<file path="config.mk">
export PLATFORM = sky130hd
export DESIGN_NAME = bb_txsched_flat
export DESIGN_NICKNAME = d
export VERILOG_FILES = /design/src/rtl/bb_txsched_if.sv /design/src/rtl/bb_txsched.sv /design/src/flat_wrapper.sv
export SDC_FILE = /design/constraint.sdc
export NUM_CORES = 1
export LEC_CHECK = 0
export CORE_ASPECT_RATIO = 0.6
export CORE_UTILIZATION = 40
export DETAILED_ROUTE_END_ITERATION = 10
export PLACE_DENSITY = 0.77
export SLEW_MARGIN = 25
export SYNTH_ARGS = -nofsm -noshare
export SYNTH_HDL_FRONTEND = slang
export SYNTH_SLANG_ARGS = --single-unit
</file>
<file path="constraint.sdc">
create_clock -name clk_6M -period 1.9 [get_ports clk_6M]
set_input_delay 0.475 -clock clk_6M [delete_from_list [all_inputs] [get_ports clk_6M]]
set_output_delay 0.475 -clock clk_6M [all_outputs]
set_load 0.01 [all_outputs]
</file>
<file path="src/rtl/bb_txsched_if.sv">
// Scheduler port bundle: slot timing, link config and request levels in; transmit command out.
// master = scheduler side, slave = link-controller side.
interface bb_txsched_if;
   localparam int unsigned SLOT_W = 8;
   localparam int unsigned SEL_W  = 3;
   localparam int unsigned OCC_W  = 3;

   logic              ms_tslot_p;
   logic              conns;
   logic              regi_isMaster;
   logic              regi_sco_en;
   logic [SLOT_W-1:0] regi_Tsco;
   logic [SLOT_W-1:0] regi_Dsco;
   logic [SLOT_W-1:0] regi_Tpoll;
   logic              lmp_req;
   logic              acl_retx_req;
   logic              acl_new_req;
   logic [OCC_W-1:0]  occupy_slots;

   logic              txcmd_p;
   logic [SEL_W-1:0]  txsel;
   logic              tx_reservedslot;
   logic              rx_reservedslot;
   logic              txtsco_p;
   logic              busy;

   modport master (
      input  ms_tslot_p, conns, regi_isMaster, regi_sco_en, regi_Tsco, regi_Dsco,
             regi_Tpoll, lmp_req, acl_retx_req, acl_new_req, occupy_slots,
      output txcmd_p, txsel, tx_reservedslot, rx_reservedslot, txtsco_p, busy
   );

   modport slave (
      output ms_tslot_p, conns, regi_isMaster, regi_sco_en, regi_Tsco, regi_Dsco,
             regi_Tpoll, lmp_req, acl_retx_req, acl_new_req, occupy_slots,
      input  txcmd_p, txsel, tx_reservedslot, rx_reservedslot, txtsco_p, busy
   );
endinterface

</file>
<file path="src/rtl/bb_txsched.sv">
// Master-side baseband TX slot scheduler: SCO reservation, LMP/ACL priority, multi-slot hold.
// Define BB_TXSCHED_POLL_EN to add the POLL timer (txsel=5); otherwise regi_Tpoll is ignored.
module bb_txsched (
   input  logic         clk_6M,
   input  logic         rst,
   bb_txsched_if.master bus
);
   localparam int unsigned SLOT_W = 8;
   localparam int unsigned SEL_W  = 3;
   localparam int unsigned REM_W  = 3;

   localparam logic [SEL_W-1:0] SEL_NONE = 3'd0;
   localparam logic [SEL_W-1:0] SEL_SCO  = 3'd1;
   localparam logic [SEL_W-1:0] SEL_LMP  = 3'd2;
   localparam logic [SEL_W-1:0] SEL_RETX = 3'd3;
   localparam logic [SEL_W-1:0] SEL_NEW  = 3'd4;
   localparam logic [SEL_W-1:0] SEL_POLL = 3'd5;

   typedef enum logic [1:0] {
      ST_IDLE    = 2'd0,
      ST_ARM     = 2'd1,
      ST_TXMULTI = 2'd2,
      ST_RXSLOT  = 2'd3
   } state_e;

   state_e            state_q, state_d;
   logic              parity_q, parity_d;
   logic [SLOT_W-1:0] slot_cnt_q, slot_cnt_d;
   logic [REM_W-1:0]  rem_q, rem_d;
   logic              rearm_wait_q, rearm_wait_d;
   logic              txcmd_q, txcmd_d;
   logic [SEL_W-1:0]  txsel_q, txsel_d;
   logic              txres_q, txres_d;
   logic              rxres_q, rxres_d;
   logic              txtsco_q, txtsco_d;
   logic              busy_q, busy_d;

   logic              link_ok_c;
   logic              tx_opp_c;
   logic              reserved_c;
   logic              multi_c;
   logic              poll_due_c;
   logic [SEL_W-1:0]  sel_c;

   assign link_ok_c  = bus.conns & bus.regi_isMaster;
   assign tx_opp_c   = bus.ms_tslot_p & bus.conns & ~parity_q;
   assign reserved_c = bus.regi_sco_en & (slot_cnt_q == bus.regi_Dsco);
   assign multi_c    = (bus.occupy_slots == 3'd3) || (bus.occupy_slots == 3'd5);

   // Fixed-priority pick for the current TX opportunity
   always_comb begin
      sel_c = SEL_NONE;
      if (reserved_c)            sel_c = SEL_SCO;
      else if (bus.lmp_req)      sel_c = SEL_LMP;
      else if (bus.acl_retx_req) sel_c = SEL_RETX;
      else if (bus.acl_new_req)  sel_c = SEL_NEW;
      else if (poll_due_c)       sel_c = SEL_POLL;
   end

`ifdef BB_TXSCHED_POLL_EN
   logic [SLOT_W-1:0] poll_q, poll_d, poll_inc_c;

   // The current opportunity counts toward the interval before comparing
   assign poll_inc_c = (poll_q == '1) ? poll_q : poll_q + SLOT_W'(1);
   assign poll_due_c = (bus.regi_Tpoll != '0) && (poll_inc_c >= bus.regi_Tpoll);

   always_comb begin
      poll_d = poll_q;
      if (!link_ok_c || state_q == ST_IDLE) begin
         poll_d = '0;
      end else if (state_q == ST_ARM && tx_opp_c) begin
         if (sel_c != SEL_NONE && sel_c != SEL_SCO) poll_d = '0;
         else                                      poll_d = poll_inc_c;
      end
   end

   always_ff @(posedge clk_6M or posedge rst) begin
      if (rst) poll_q <= '0;
      else     poll_q <= poll_d;
   end
`else
   logic unused_tpoll;
   assign poll_due_c  = 1'b0;
   assign unused_tpoll = ^bus.regi_Tpoll;
`endif

   always_comb begin
      state_d      = state_q;
      parity_d     = parity_q;
      slot_cnt_d   = slot_cnt_q;
      rem_d        = rem_q;
      rearm_wait_d = rearm_wait_q;
      txcmd_d      = 1'b0;
      txsel_d      = txsel_q;
      txres_d      = txres_q;
      rxres_d      = rxres_q;
      txtsco_d     = 1'b0;
      busy_d       = busy_q;

      if (!bus.conns)           parity_d = 1'b0;
      else if (bus.ms_tslot_p)  parity_d = ~parity_q;

      if (!bus.conns || !bus.regi_sco_en) begin
         slot_cnt_d = '0;
      end else if (bus.ms_tslot_p) begin
         slot_cnt_d = (slot_cnt_q >= bus.regi_Tsco - SLOT_W'(1)) ? '0 : slot_cnt_q + SLOT_W'(1);
      end

      // Slot boundary: selection and TX reservation expire, RX reservation follows TX
      if (bus.ms_tslot_p) begin
         txsel_d = SEL_NONE;
         txres_d = 1'b0;
         rxres_d = txres_q;
      end

      case (state_q)
         ST_IDLE: begin
            if (link_ok_c && !rearm_wait_q) state_d = ST_ARM;
         end
         ST_ARM: begin
            if (tx_opp_c && sel_c != SEL_NONE) begin
               txcmd_d  = 1'b1;
               txsel_d  = sel_c;
               txtsco_d = (sel_c == SEL_SCO);
               txres_d  = (sel_c == SEL_SCO);
               if (sel_c != SEL_SCO && sel_c != SEL_POLL && multi_c) begin
                  state_d = ST_TXMULTI;
                  busy_d  = 1'b1;
                  rem_d   = REM_W'(bus.occupy_slots - 3'd1);
               end else begin
                  state_d = ST_RXSLOT;
               end
            end
         end
         ST_TXMULTI: begin
            if (bus.ms_tslot_p) begin
               if (rem_q <= REM_W'(1)) begin
                  state_d = ST_RXSLOT;
                  rem_d   = '0;
               end else begin
                  rem_d   = rem_q - REM_W'(1);
               end
            end
         end
         ST_RXSLOT: begin
            if (bus.ms_tslot_p) begin
               state_d = ST_ARM;
               busy_d  = 1'b0;
            end
         end
         default: state_d = ST_IDLE;
      endcase

      // Losing the link or master role aborts everything, in-flight packets included
      if (!link_ok_c) begin
         state_d      = ST_IDLE;
         rem_d        = '0;
         rearm_wait_d = 1'b0;
         txcmd_d      = 1'b0;
         txsel_d      = SEL_NONE;
         txres_d      = 1'b0;
         rxres_d      = 1'b0;
         txtsco_d     = 1'b0;
         busy_d       = 1'b0;
      end
   end

   // A reset blocks re-arming until the link has been seen down once
   always_ff @(posedge clk_6M or posedge rst) begin
      if (rst) begin
         state_q      <= ST_IDLE;
         parity_q     <= 1'b0;
         slot_cnt_q   <= '0;
         rem_q        <= '0;
         rearm_wait_q <= 1'b1;
         txcmd_q      <= 1'b0;
         txsel_q      <= SEL_NONE;
         txres_q      <= 1'b0;
         rxres_q      <= 1'b0;
         txtsco_q     <= 1'b0;
         busy_q       <= 1'b0;
      end else begin
         state_q      <= state_d;
         parity_q     <= parity_d;
         slot_cnt_q   <= slot_cnt_d;
         rem_q        <= rem_d;
         rearm_wait_q <= rearm_wait_d;
         txcmd_q      <= txcmd_d;
         txsel_q      <= txsel_d;
         txres_q      <= txres_d;
         rxres_q      <= rxres_d;
         txtsco_q     <= txtsco_d;
         busy_q       <= busy_d;
      end
   end

   assign bus.txcmd_p         = txcmd_q;
   assign bus.txsel           = txsel_q;
   assign bus.tx_reservedslot = txres_q;
   assign bus.rx_reservedslot = rxres_q;
   assign bus.txtsco_p        = txtsco_q;
   assign bus.busy            = busy_q;

endmodule

</file>
<file path="src/flat_wrapper.sv">
// flat-port wrapper written by rule: the top's interface ports become plain ports
module bb_txsched_flat 
  (clk_6M, rst, bus_ms_tslot_p, bus_conns, bus_regi_isMaster, bus_regi_sco_en, bus_regi_Tsco, bus_regi_Dsco, bus_regi_Tpoll, bus_lmp_req, bus_acl_retx_req, bus_acl_new_req, bus_occupy_slots, bus_txcmd_p, bus_txsel, bus_tx_reservedslot, bus_rx_reservedslot, bus_txtsco_p, bus_busy);
  bb_txsched_if bus_i ();
  input  logic clk_6M;
  input  logic rst;
  input wire logic [$bits(bus_i.ms_tslot_p)-1:0] bus_ms_tslot_p;
  input wire logic [$bits(bus_i.conns)-1:0] bus_conns;
  input wire logic [$bits(bus_i.regi_isMaster)-1:0] bus_regi_isMaster;
  input wire logic [$bits(bus_i.regi_sco_en)-1:0] bus_regi_sco_en;
  input wire logic [$bits(bus_i.regi_Tsco)-1:0] bus_regi_Tsco;
  input wire logic [$bits(bus_i.regi_Dsco)-1:0] bus_regi_Dsco;
  input wire logic [$bits(bus_i.regi_Tpoll)-1:0] bus_regi_Tpoll;
  input wire logic [$bits(bus_i.lmp_req)-1:0] bus_lmp_req;
  input wire logic [$bits(bus_i.acl_retx_req)-1:0] bus_acl_retx_req;
  input wire logic [$bits(bus_i.acl_new_req)-1:0] bus_acl_new_req;
  input wire logic [$bits(bus_i.occupy_slots)-1:0] bus_occupy_slots;
  output wire logic [$bits(bus_i.txcmd_p)-1:0] bus_txcmd_p;
  output wire logic [$bits(bus_i.txsel)-1:0] bus_txsel;
  output wire logic [$bits(bus_i.tx_reservedslot)-1:0] bus_tx_reservedslot;
  output wire logic [$bits(bus_i.rx_reservedslot)-1:0] bus_rx_reservedslot;
  output wire logic [$bits(bus_i.txtsco_p)-1:0] bus_txtsco_p;
  output wire logic [$bits(bus_i.busy)-1:0] bus_busy;
  assign bus_i.ms_tslot_p = bus_ms_tslot_p;
  assign bus_i.conns = bus_conns;
  assign bus_i.regi_isMaster = bus_regi_isMaster;
  assign bus_i.regi_sco_en = bus_regi_sco_en;
  assign bus_i.regi_Tsco = bus_regi_Tsco;
  assign bus_i.regi_Dsco = bus_regi_Dsco;
  assign bus_i.regi_Tpoll = bus_regi_Tpoll;
  assign bus_i.lmp_req = bus_lmp_req;
  assign bus_i.acl_retx_req = bus_acl_retx_req;
  assign bus_i.acl_new_req = bus_acl_new_req;
  assign bus_i.occupy_slots = bus_occupy_slots;
  assign bus_txcmd_p = bus_i.txcmd_p;
  assign bus_txsel = bus_i.txsel;
  assign bus_tx_reservedslot = bus_i.tx_reservedslot;
  assign bus_rx_reservedslot = bus_i.rx_reservedslot;
  assign bus_txtsco_p = bus_i.txtsco_p;
  assign bus_busy = bus_i.busy;
  bb_txsched u_core (.clk_6M(clk_6M), .rst(rst), .bus(bus_i));
endmodule
</file>
==> qor.json, run 1 <==
{
  "postRouteAntennaNets": 0,
  "min_from": "u_core.bus.tx_reservedslot$_DFF_PP0_",
  "switching_share_pct": 29.7,
  "r2r_setup_slack_ns": -0.23,
  "final_cell_count_no_fill": 336,
  "synth.avg_cell_area_sq_um": 9.05,
  "postSynth.topFlopCell": "sky130_fd_sc_hd__dfrtp_1",
  "worst_hold_path_cell_count": 1,
  "synth_top_area_cell": "sky130_fd_sc_hd__dfrtp_1",
  "max_freq_mhz": 405,
  "place.detailed.instances": 325,
  "ys_seq_area_share_pct": 33.2,
  "grt_use_total_pct": 23.7,
  "cts_made_buffers": 3,
  "crit_slowest_cell": "sky130_fd_sc_hd__or4_4",
  "area.growth.synth_to_final_pct": 61.2,
  "hold_end": "u_core.bus.tx_reservedslot$_DFF_PP0_",
  "combinational_family_with_the_most_area_after_synthesis": "simple AND/OR/NAND/NOR gates",
  "grt_overflow": 0,
  "drcViolationCount": 0,
  "finalNetCount": 332,
  "critPathMaxFanout": 7,
  "fin_ws_ns": -0.566,
  "rsz_0062_raised_after_global_routing": "yes",
  "floorplan.initialDensity_pct": 41.9,
  "die_width_um": 87.1,
  "timing_worst_slew_pin_value_ns": 0.458,
  "skew_ns": 0.00474,
  "vias_per_cell": 5.30,
  "dr.first_iter.drc_count": 84,
  "critPathArrivalTime_ns": 2.66,
  "synth_fp_nets": 247,
  "p_clk_share_pct": 26.1,
  "netlist_area_sq_um": 1740,
  "chipHeight_um": 53.0,
  "critPathRequiredTime_ns": 2.09,
  "synth_warnings": 0,
  "pwr-share-seq_pct": 42.6,
  "cts-hold-fix-buffers": 0,
  "yosys.area_share.xor_xnor_pct": 9.01,
  "hp-class": "reg2reg",
  "netlist-cell-type-count": 43,
  "cellPowerDensity_nw_per_um2": 426,
  "setup.worst_path.start_class": "input port",
  "cts.clk_slew.worst_paths_ns": 0.08,
  "slew_violations": 0,
  "synth.area.mux_share_pct": 2.38,
  "slew_headroom_pct": 69.4,
  "port_buffers": 35,
  "rr_worst_depth": 8,
  "r2r-start": "u_core.slot_cnt_q[6]$_DFFE_PP0P_",
  "h-tree-depth": 1,
  "fill_cells": 320,
  "setup_violations": 14,
  "internal_power_mw": 0.839,
  "fp_rows": 18,
  "grt_pass1_wl_mm": 8.14,
  "pin_count": 44,
  "tritoncts_num_sinks": 23,
  "synth-simple-area-share_pct": 20.0,
  "slowest_delay_ns": 0.44,
  "path_cells": "buf_8 > nor2_4 > buf_6 > nand2_4 > nor3_4 > xnor2_1 > ha_1 > a21oi_2 > o22ai_2 > or4_4 > a21oi_4 > buf_6 > a21oi_2 > a31oi_1",
  "fraction_of_the_mapped_netlist_area_in_compound_gates_pct": 17.1,
  "num_vias": 1781,
  "n_antenna_cell": 0,
  "fp.dieArea_sq_um": 4620,
  "place.gp.congestion": 0.947,
  "run_status": "complete, but fails checks",
  "yosysMostFrequentCell": "sky130_fd_sc_hd__dfrtp_1",
  "initial_antenna_violation_count": 0,
  "synth_cells": 192,
  "r2r_path_end": "u_core.slot_cnt_q[4]$_DFFE_PP0P_",
  "cap_viol_max_count": 0,
  "wl_per_cell_um": 15.8,
  "routed_wl_mm": 5.31,
  "finalCriticalPeriod_ns": 2.47,
  "async_flop_share_pct": 100,
  "synth.cells.most_frequent": "sky130_fd_sc_hd__dfrtp_1, sky130_fd_sc_hd__ha_1, sky130_fd_sc_hd__a21oi_1, sky130_fd_sc_hd__inv_1, sky130_fd_sc_hd__nand2_1",
  "maximum_number_of_pins_on_one_net_before_global_route_repair": 24,
  "p_sw_mw": 0.354,
  "clock_latency_ns": 0.27,
  "hpwl_mm": 3.65,
  "synth-edff-count": 0,
  "clock_tree_from_tritoncts": "yes",
  "combinationalPowerShare_pct": 31.3,
  "yosys-top-cells-area": "sky130_fd_sc_hd__dfrtp_1, sky130_fd_sc_hd__ha_1, sky130_fd_sc_hd__xnor2_1",
  "class_of_the_most_critical_setup_path": "in2reg",
  "synth_seq_cells": 23,
  "layout_worst_path_cycle_share_pct": 130,
  "p_leak_nw": 1.34,
  "drtPass1Iterations": 4,
  "cts-root-to-sink-buffers": 2,
  "timing.final.hold_violations": 0,
  "power.total_mw": 1.19,
  "core_area_sq_um": 4140,
  "peakVddDrop_v": 0.000256,
  "grt_pass1_vias": 1684,
  "clock-root-buffer": "sky130_fd_sc_hd__clkbuf_8",
  "share_of_layout_cells_above_drive_strength_1_pct": 34.4,
  "synth_fa_ha_area_share_pct": 13.7,
  "failing_checks": "setup timing",
  "netlist.area_leader.share_pct": 31.7,
  "critical_path.endpoint_type": "flip-flop"
}
## registers in the layout, indices dropped and copies added, names as in the netlist
register	flops
u_core.slot_cnt_q	8
u_core.bus.txsel	3
u_core.rem_q	3
u_core.state_q	2
u_core.bus.busy	1
u_core.bus.rx_reservedslot	1
u_core.bus.tx_reservedslot	1
u_core.bus.txcmd_p	1
u_core.bus.txtsco_p	1
u_core.parity_q	1
u_core.rearm_wait_q	1
## power groups by stage
stage | sequential (mW) | clock [mW] | combinational (mW)
2_1_floorplan | 0.517 | 0 | 0.162
3_3_place_gp | 0.517 | 0 | 0.322
3_5_place_dp | 0.518 | 0 | 0.328
4_1_cts | 0.508 | 0.318 | 0.346
5_1_grt | 0.510 | 0.343 | 0.407
6_report | 0.508 | 0.312 | 0.373
## cell type report
type	count	area, sq um	share of cell area (%)
clock buffers	4	45.0	1.61
inverters	17	85.1	3.04
multi-input cells	149	1280	45.6
flip-flops and latches	23	577	20.6
well taps	60	75.1	2.68
repair buffers	83	741	26.5
## kinds of logic (layout without fill, tap and decap cells)
kind of cell | after synthesis | after routing
flops | 23 | 23
simple gates | 64 | 64
compound gates | 45 | 45
fa+ha+maj | 19 | 19
mux | 4 | 4
xor+xnor | 17 | 17
buf+inv | 20 | 104
## placed cells by master, fill, tap and decap left out, types with 3 or more instances in the layout
cell,n
sky130_fd_sc_hd__buf_4,41
sky130_fd_sc_hd__dfrtp_1,22
sky130_fd_sc_hd__ha_1,17
sky130_fd_sc_hd__clkdlybuf4s50_1,17
sky130_fd_sc_hd__inv_1,15
sky130_fd_sc_hd__nand2_1,12
sky130_fd_sc_hd__a21oi_1,12
sky130_fd_sc_hd__xnor2_1,11
sky130_fd_sc_hd__nor2_1,10
sky130_fd_sc_hd__buf_6,9
sky130_fd_sc_hd__dlymetal6s2s_1,7
sky130_fd_sc_hd__nand3_1,6
sky130_fd_sc_hd__nand2b_1,5
sky130_fd_sc_hd__a21oi_2,5
sky130_fd_sc_hd__dlygate4sd2_1,5
sky130_fd_sc_hd__a21o_1,4
sky130_fd_sc_hd__and3_1,4
sky130_fd_sc_hd__o21ai_0,4
sky130_fd_sc_hd__nand4_1,3
sky130_fd_sc_hd__o211ai_1,3
sky130_fd_sc_hd__xor2_1,3
sky130_fd_sc_hd__clkbuf_8,3
## worst max-delay path by stage
stage	end	slack (ns)	start
global placement	u_core.slot_cnt_q[7]$_DFFE_PP0P_	-1.12	bus_regi_Tsco[0]
global route	u_core.slot_cnt_q[2]$_DFFE_PP0P_	-0.65	bus_regi_Tsco[2]
detailed placement	u_core.slot_cnt_q[2]$_DFFE_PP0P_	-1.23	bus_regi_Tsco[0]
CTS	u_core.slot_cnt_q[7]$_DFFE_PP0P_	-0.65	bus_regi_Tsco[0]
finish	u_core.slot_cnt_q[4]$_DFFE_PP0P_	-0.57	bus_regi_Tsco[2]
floorplan	u_core.slot_cnt_q[7]$_DFFE_PP0P_	-0.52	bus_regi_Tsco[0]
## through the flow
step           hold slack [ns]  cell area, sq um  util, %  TNS [ns]  setup WS [ns]
2_1_floorplan            0.476              1800        -     -3.74         -0.520
5_1_grt                  0.543              2800     67.5     -5.52         -0.653
4_1_cts                  0.530              2650     63.9     -6.04         -0.654
3_3_place_gp             0.499              2510     60.6    -14.22          -1.12
3_5_place_dp             0.501              2510     60.6    -15.07          -1.23
6_report                 0.523              2800     67.5     -4.69         -0.566
## per-layer routing
layer	vias up	routed length, um	GRT usage, %
li1	850	-	-
met1	856	2480	34.3
met2	67	2340	37.4
met3	8	402	4.52
met4	0	88	3.33
met5	-	0	0
## repair_timing
action | 4_1_cts | 5_1_grt
pin swaps | 24 | 23
buffers inserted | 3 | 6
setup endpoints to repair | 19 | 20
resized for setup | 43 | 38
## critical path, delay by kind of cell
kind                       cells  cell delay [ns]
and+or+nand+nor                4             0.78
AOI/OAI and AO/OA              5             0.61
buffers and inverters          3             0.38
adders and majority gates      1             0.29
xor gates and xnor gates       1             0.13
Power figures use the tool's default switching activity.
==> run 2: changes to the inputs <==
- ABC_AREA: not set -> 0
==> results of run 2 <==
The final DEF is identical to that of run 1; final timing and power are the same.
==> run 3: changes to the inputs <==
--- a/config.mk
+++ b/config.mk
@@ -15,2 +15,3 @@
 export SYNTH_HDL_FRONTEND = slang
 export SYNTH_SLANG_ARGS = --single-unit
+export TNS_END_PERCENT = 10
==> constraint.sdc (replaced) <==
create_clock -name clk_6M -period 1.9 [get_ports clk_6M]
set_input_delay 0.285 -clock clk_6M [delete_from_list [all_inputs] [get_ports clk_6M]]
set_output_delay 0.285 -clock clk_6M [all_outputs]
set_load 0.01 [all_outputs]
==> run 3 against run 2 <==
The run still ends with setup timing left; highest routed layer unchanged; power is 1.0% lower; register-to-register slack worse by 0.02 ns; first-iteration DRC count up 36%; largest power group unchanged; sequential share of layout area increased by 1.5 points; via count down 4.0%; final area shrank 6.8%; critical endpoint is now u_core.slot_cnt_q[2]$_DFFE_PP0P_; combinational power down 6.4%; sequential cell count stayed put; clock skew is 0.0029 ns lower.
==> qor.json, run 3 (synthesized netlist as in run 1, its figures left out) <==
{
  "place.gp.congestion": 0.955,
  "clock_tree_from_tritoncts": "yes",
  "cts-hold-fix-buffers": 0,
  "fin_ws_ns": -0.357,
  "r2r-start": "u_core.slot_cnt_q[6]$_DFFE_PP0P_",
  "n_antenna_cell": 0,
  "tns_ns": -2.78,
  "p_clk_share_pct": 27.3,
  "cts_made_buffers": 3,
  "p_leak_nw": 1.20,
  "skew_ns": 0.00179,
  "port_buffers": 35,
  "run_status": "complete, but fails checks",
  "worst_setup_path_startpoint": "bus_regi_Tsco[3]",
  "h-tree-depth": 1,
  "grt_use_total_pct": 22.6,
  "hpwl_mm": 3.47,
  "num_vias": 1709,
  "core_area_sq_um": 4140,
  "cellPowerDensity_nw_per_um2": 453,
  "postRouteAntennaNets": 0,
  "area.growth.synth_to_final_pct": 50.1,
  "grt_pass1_wl_mm": 7.78,
  "final_common_cell": "sky130_fd_sc_hd__buf_4",
  "switching_share_pct": 29.5,
  "critPathMaxFanout": 5,
  "mostFrequentLayoutCells": "sky130_fd_sc_hd__buf_4, sky130_fd_sc_hd__clkdlybuf4s50_1, sky130_fd_sc_hd__dfrtp_1",
  "die_width_um": 87.1,
  "grt_pass1_vias": 1645,
  "failing_checks": "setup timing",
  "largest_reg_flops": 8,
  "combinationalPowerShare_pct": 29.6,
  "hp-class": "in2async",
  "class_of_the_most_critical_setup_path": "in2reg",
  "rr_worst_depth": 8,
  "internal_power_mw": 0.832,
  "layout_worst_path_cycle_share_pct": 119,
  "peakVddDrop_v": 0.000320,
  "final_cell_count_no_fill": 328,
  "final_core_util_pct": 62.9,
  "initial_antenna_violation_count": 0,
  "rsz_0062_raised_after_global_routing": "yes",
  "cts.clk_slew.worst_paths_ns": 0.09,
  "fp_rows": 18,
  "fp.dieArea_sq_um": 4620,
  "finalCriticalPeriod_ns": 2.26,
  "r2r_path_end": "u_core.slot_cnt_q[2]$_DFFE_PP0P_",
  "cts-root-to-sink-buffers": 2,
  "r2r_setup_slack_ns": -0.25,
  "clock_latency_ns": 0.27,
  "maximum_number_of_pins_on_one_net_before_global_route_repair": 24,
  "pwr-share-seq_pct": 43.1,
  "critical_path.endpoint_type": "flip-flop",
  "routed_wl_mm": 4.78,
  "finalHoldWorstSlack_ns": 0.340,
  "critPathArrivalTime_ns": 2.44,
  "place.detailed.instances": 319,
  "p_sw_mw": 0.348,
  "chipHeight_um": 53.0,
  "share_of_layout_cells_above_drive_strength_1_pct": 27.2,
  "slew_violations": 0,
  "largest-register": "u_core.slot_cnt_q",
  "timing.final.hold_violations": 0,
  "finalNetCount": 324,
  "max_freq_mhz": 443,
  "cap_viol_max_count": 0,
  "timing_worst_slew_pin_value_ns": 0.365,
  "grt_overflow": 0,
  "drtPass1Iterations": 4,
  "slew_headroom_pct": 75.5,
  "clock-root-buffer": "sky130_fd_sc_hd__clkbuf_8",
  "critPathRequiredTime_ns": 2.09,
  "floorplan.initialDensity_pct": 41.9,
  "pin_count": 44,
  "drcViolationCount": 0,
  "vias_per_cell": 5.21,
  "setup_violations": 14,
  "crit_path_end": "u_core.slot_cnt_q[2]$_DFFE_PP0P_",
  "tritoncts_num_sinks": 23,
  "wl_per_cell_um": 14.6,
  "dr.first_iter.drc_count": 114,
  "setup.worst_path.start_class": "input port"
}
[run 3: changes by cell type in the layout (fill, tap and decap cells not counted), sizes merged]
cell,delta
clkdlybuf4s50,+11
buf,-8
dlymetal6s2s,-7
dlygate4sd2,-4
[run 3: power by group through the flow]
stage	logic [mW]	registers, mW	clock network [mW]
final	0.349	0.509	0.323
after global routing	0.384	0.510	0.333
after CTS	0.340	0.509	0.315
after detailed placement	0.310	0.519	0
after global placement	0.304	0.518	0
after floorplan	0.155	0.517	0
[run 3: how the worst min path moves through the flow]
| stage | to | slack [ns] |
|---|---|---|
| 2_1_floorplan | u_core.bus.busy$_DFFE_PP0P_ | 0.29 |
| 3_3_place_gp | u_core.bus.txsel[0]$_DFF_PP0_ | 0.49 |
| 3_5_place_dp | u_core.bus.txsel[0]$_DFF_PP0_ | 0.50 |
| 4_1_cts | u_core.slot_cnt_q[0]$_DFFE_PP0P_ | 0.36 |
| 5_1_grt | u_core.slot_cnt_q[2]$_DFFE_PP0P_ | 0.39 |
| 6_report | u_core.slot_cnt_q[0]$_DFFE_PP0P_ | 0.34 |
[run 3: per-stage QoR]
stage          power (mW)  setup slack [ns]  cell area, sq um
5_1_grt              1.23            -0.455              2610
3_3_place_gp        0.822             -1.00              2410
2_1_floorplan       0.672            -0.449              1750
3_5_place_dp        0.829             -1.06              2410
6_report             1.18            -0.357              2610
4_1_cts              1.16            -0.466              2600
[run 3: layout make-up]
cell class / count / area [sq um]
fill: 341 / 1540
multi-input combinational: 149 / 1180
timing repair buffer: 75 / 667
sequential: 23 / 577
tap: 60 / 75.1
inverter: 17 / 63.8
clock buffer: 4 / 45.0
[run 3: repair_timing]
item	4_1_cts	5_1_grt
gates resized for setup	51	5
pin swaps	31	7
endpoints found under the hold margin	0	0
endpoints found under the setup margin	15	14
buffers inserted	4	1
gates cloned	0	0
[run 3: worst max-delay path, cell delays in order]
cell and delay, ns:
sky130_fd_sc_hd__buf_6 0.10, sky130_fd_sc_hd__nor2_4 0.13, sky130_fd_sc_hd__buf_6 0.12, sky130_fd_sc_hd__nand2_4 0.05
sky130_fd_sc_hd__nor3_4 0.11, sky130_fd_sc_hd__xnor2_1 0.13, sky130_fd_sc_hd__ha_1 0.29, sky130_fd_sc_hd__a21oi_2 0.19
sky130_fd_sc_hd__o22ai_1 0.09, sky130_fd_sc_hd__or4_4 0.44, sky130_fd_sc_hd__a21oi_4 0.15, sky130_fd_sc_hd__buf_6 0.13
sky130_fd_sc_hd__a21oi_1 0.06, sky130_fd_sc_hd__a31oi_1 0.17
[run 3: metal layers]
| layer | wire (um) | track usage (%) | vias up |
|---|---|---|---|
| met2 | 2140 | 36.2 | 67 |
| li1 | - | - | 836 |
| met1 | 2290 | 31.0 | 798 |
| met4 | 40 | 5.28 | 0 |
| met3 | 305 | 5.30 | 8 |
| met5 | 0 | 0 | - |
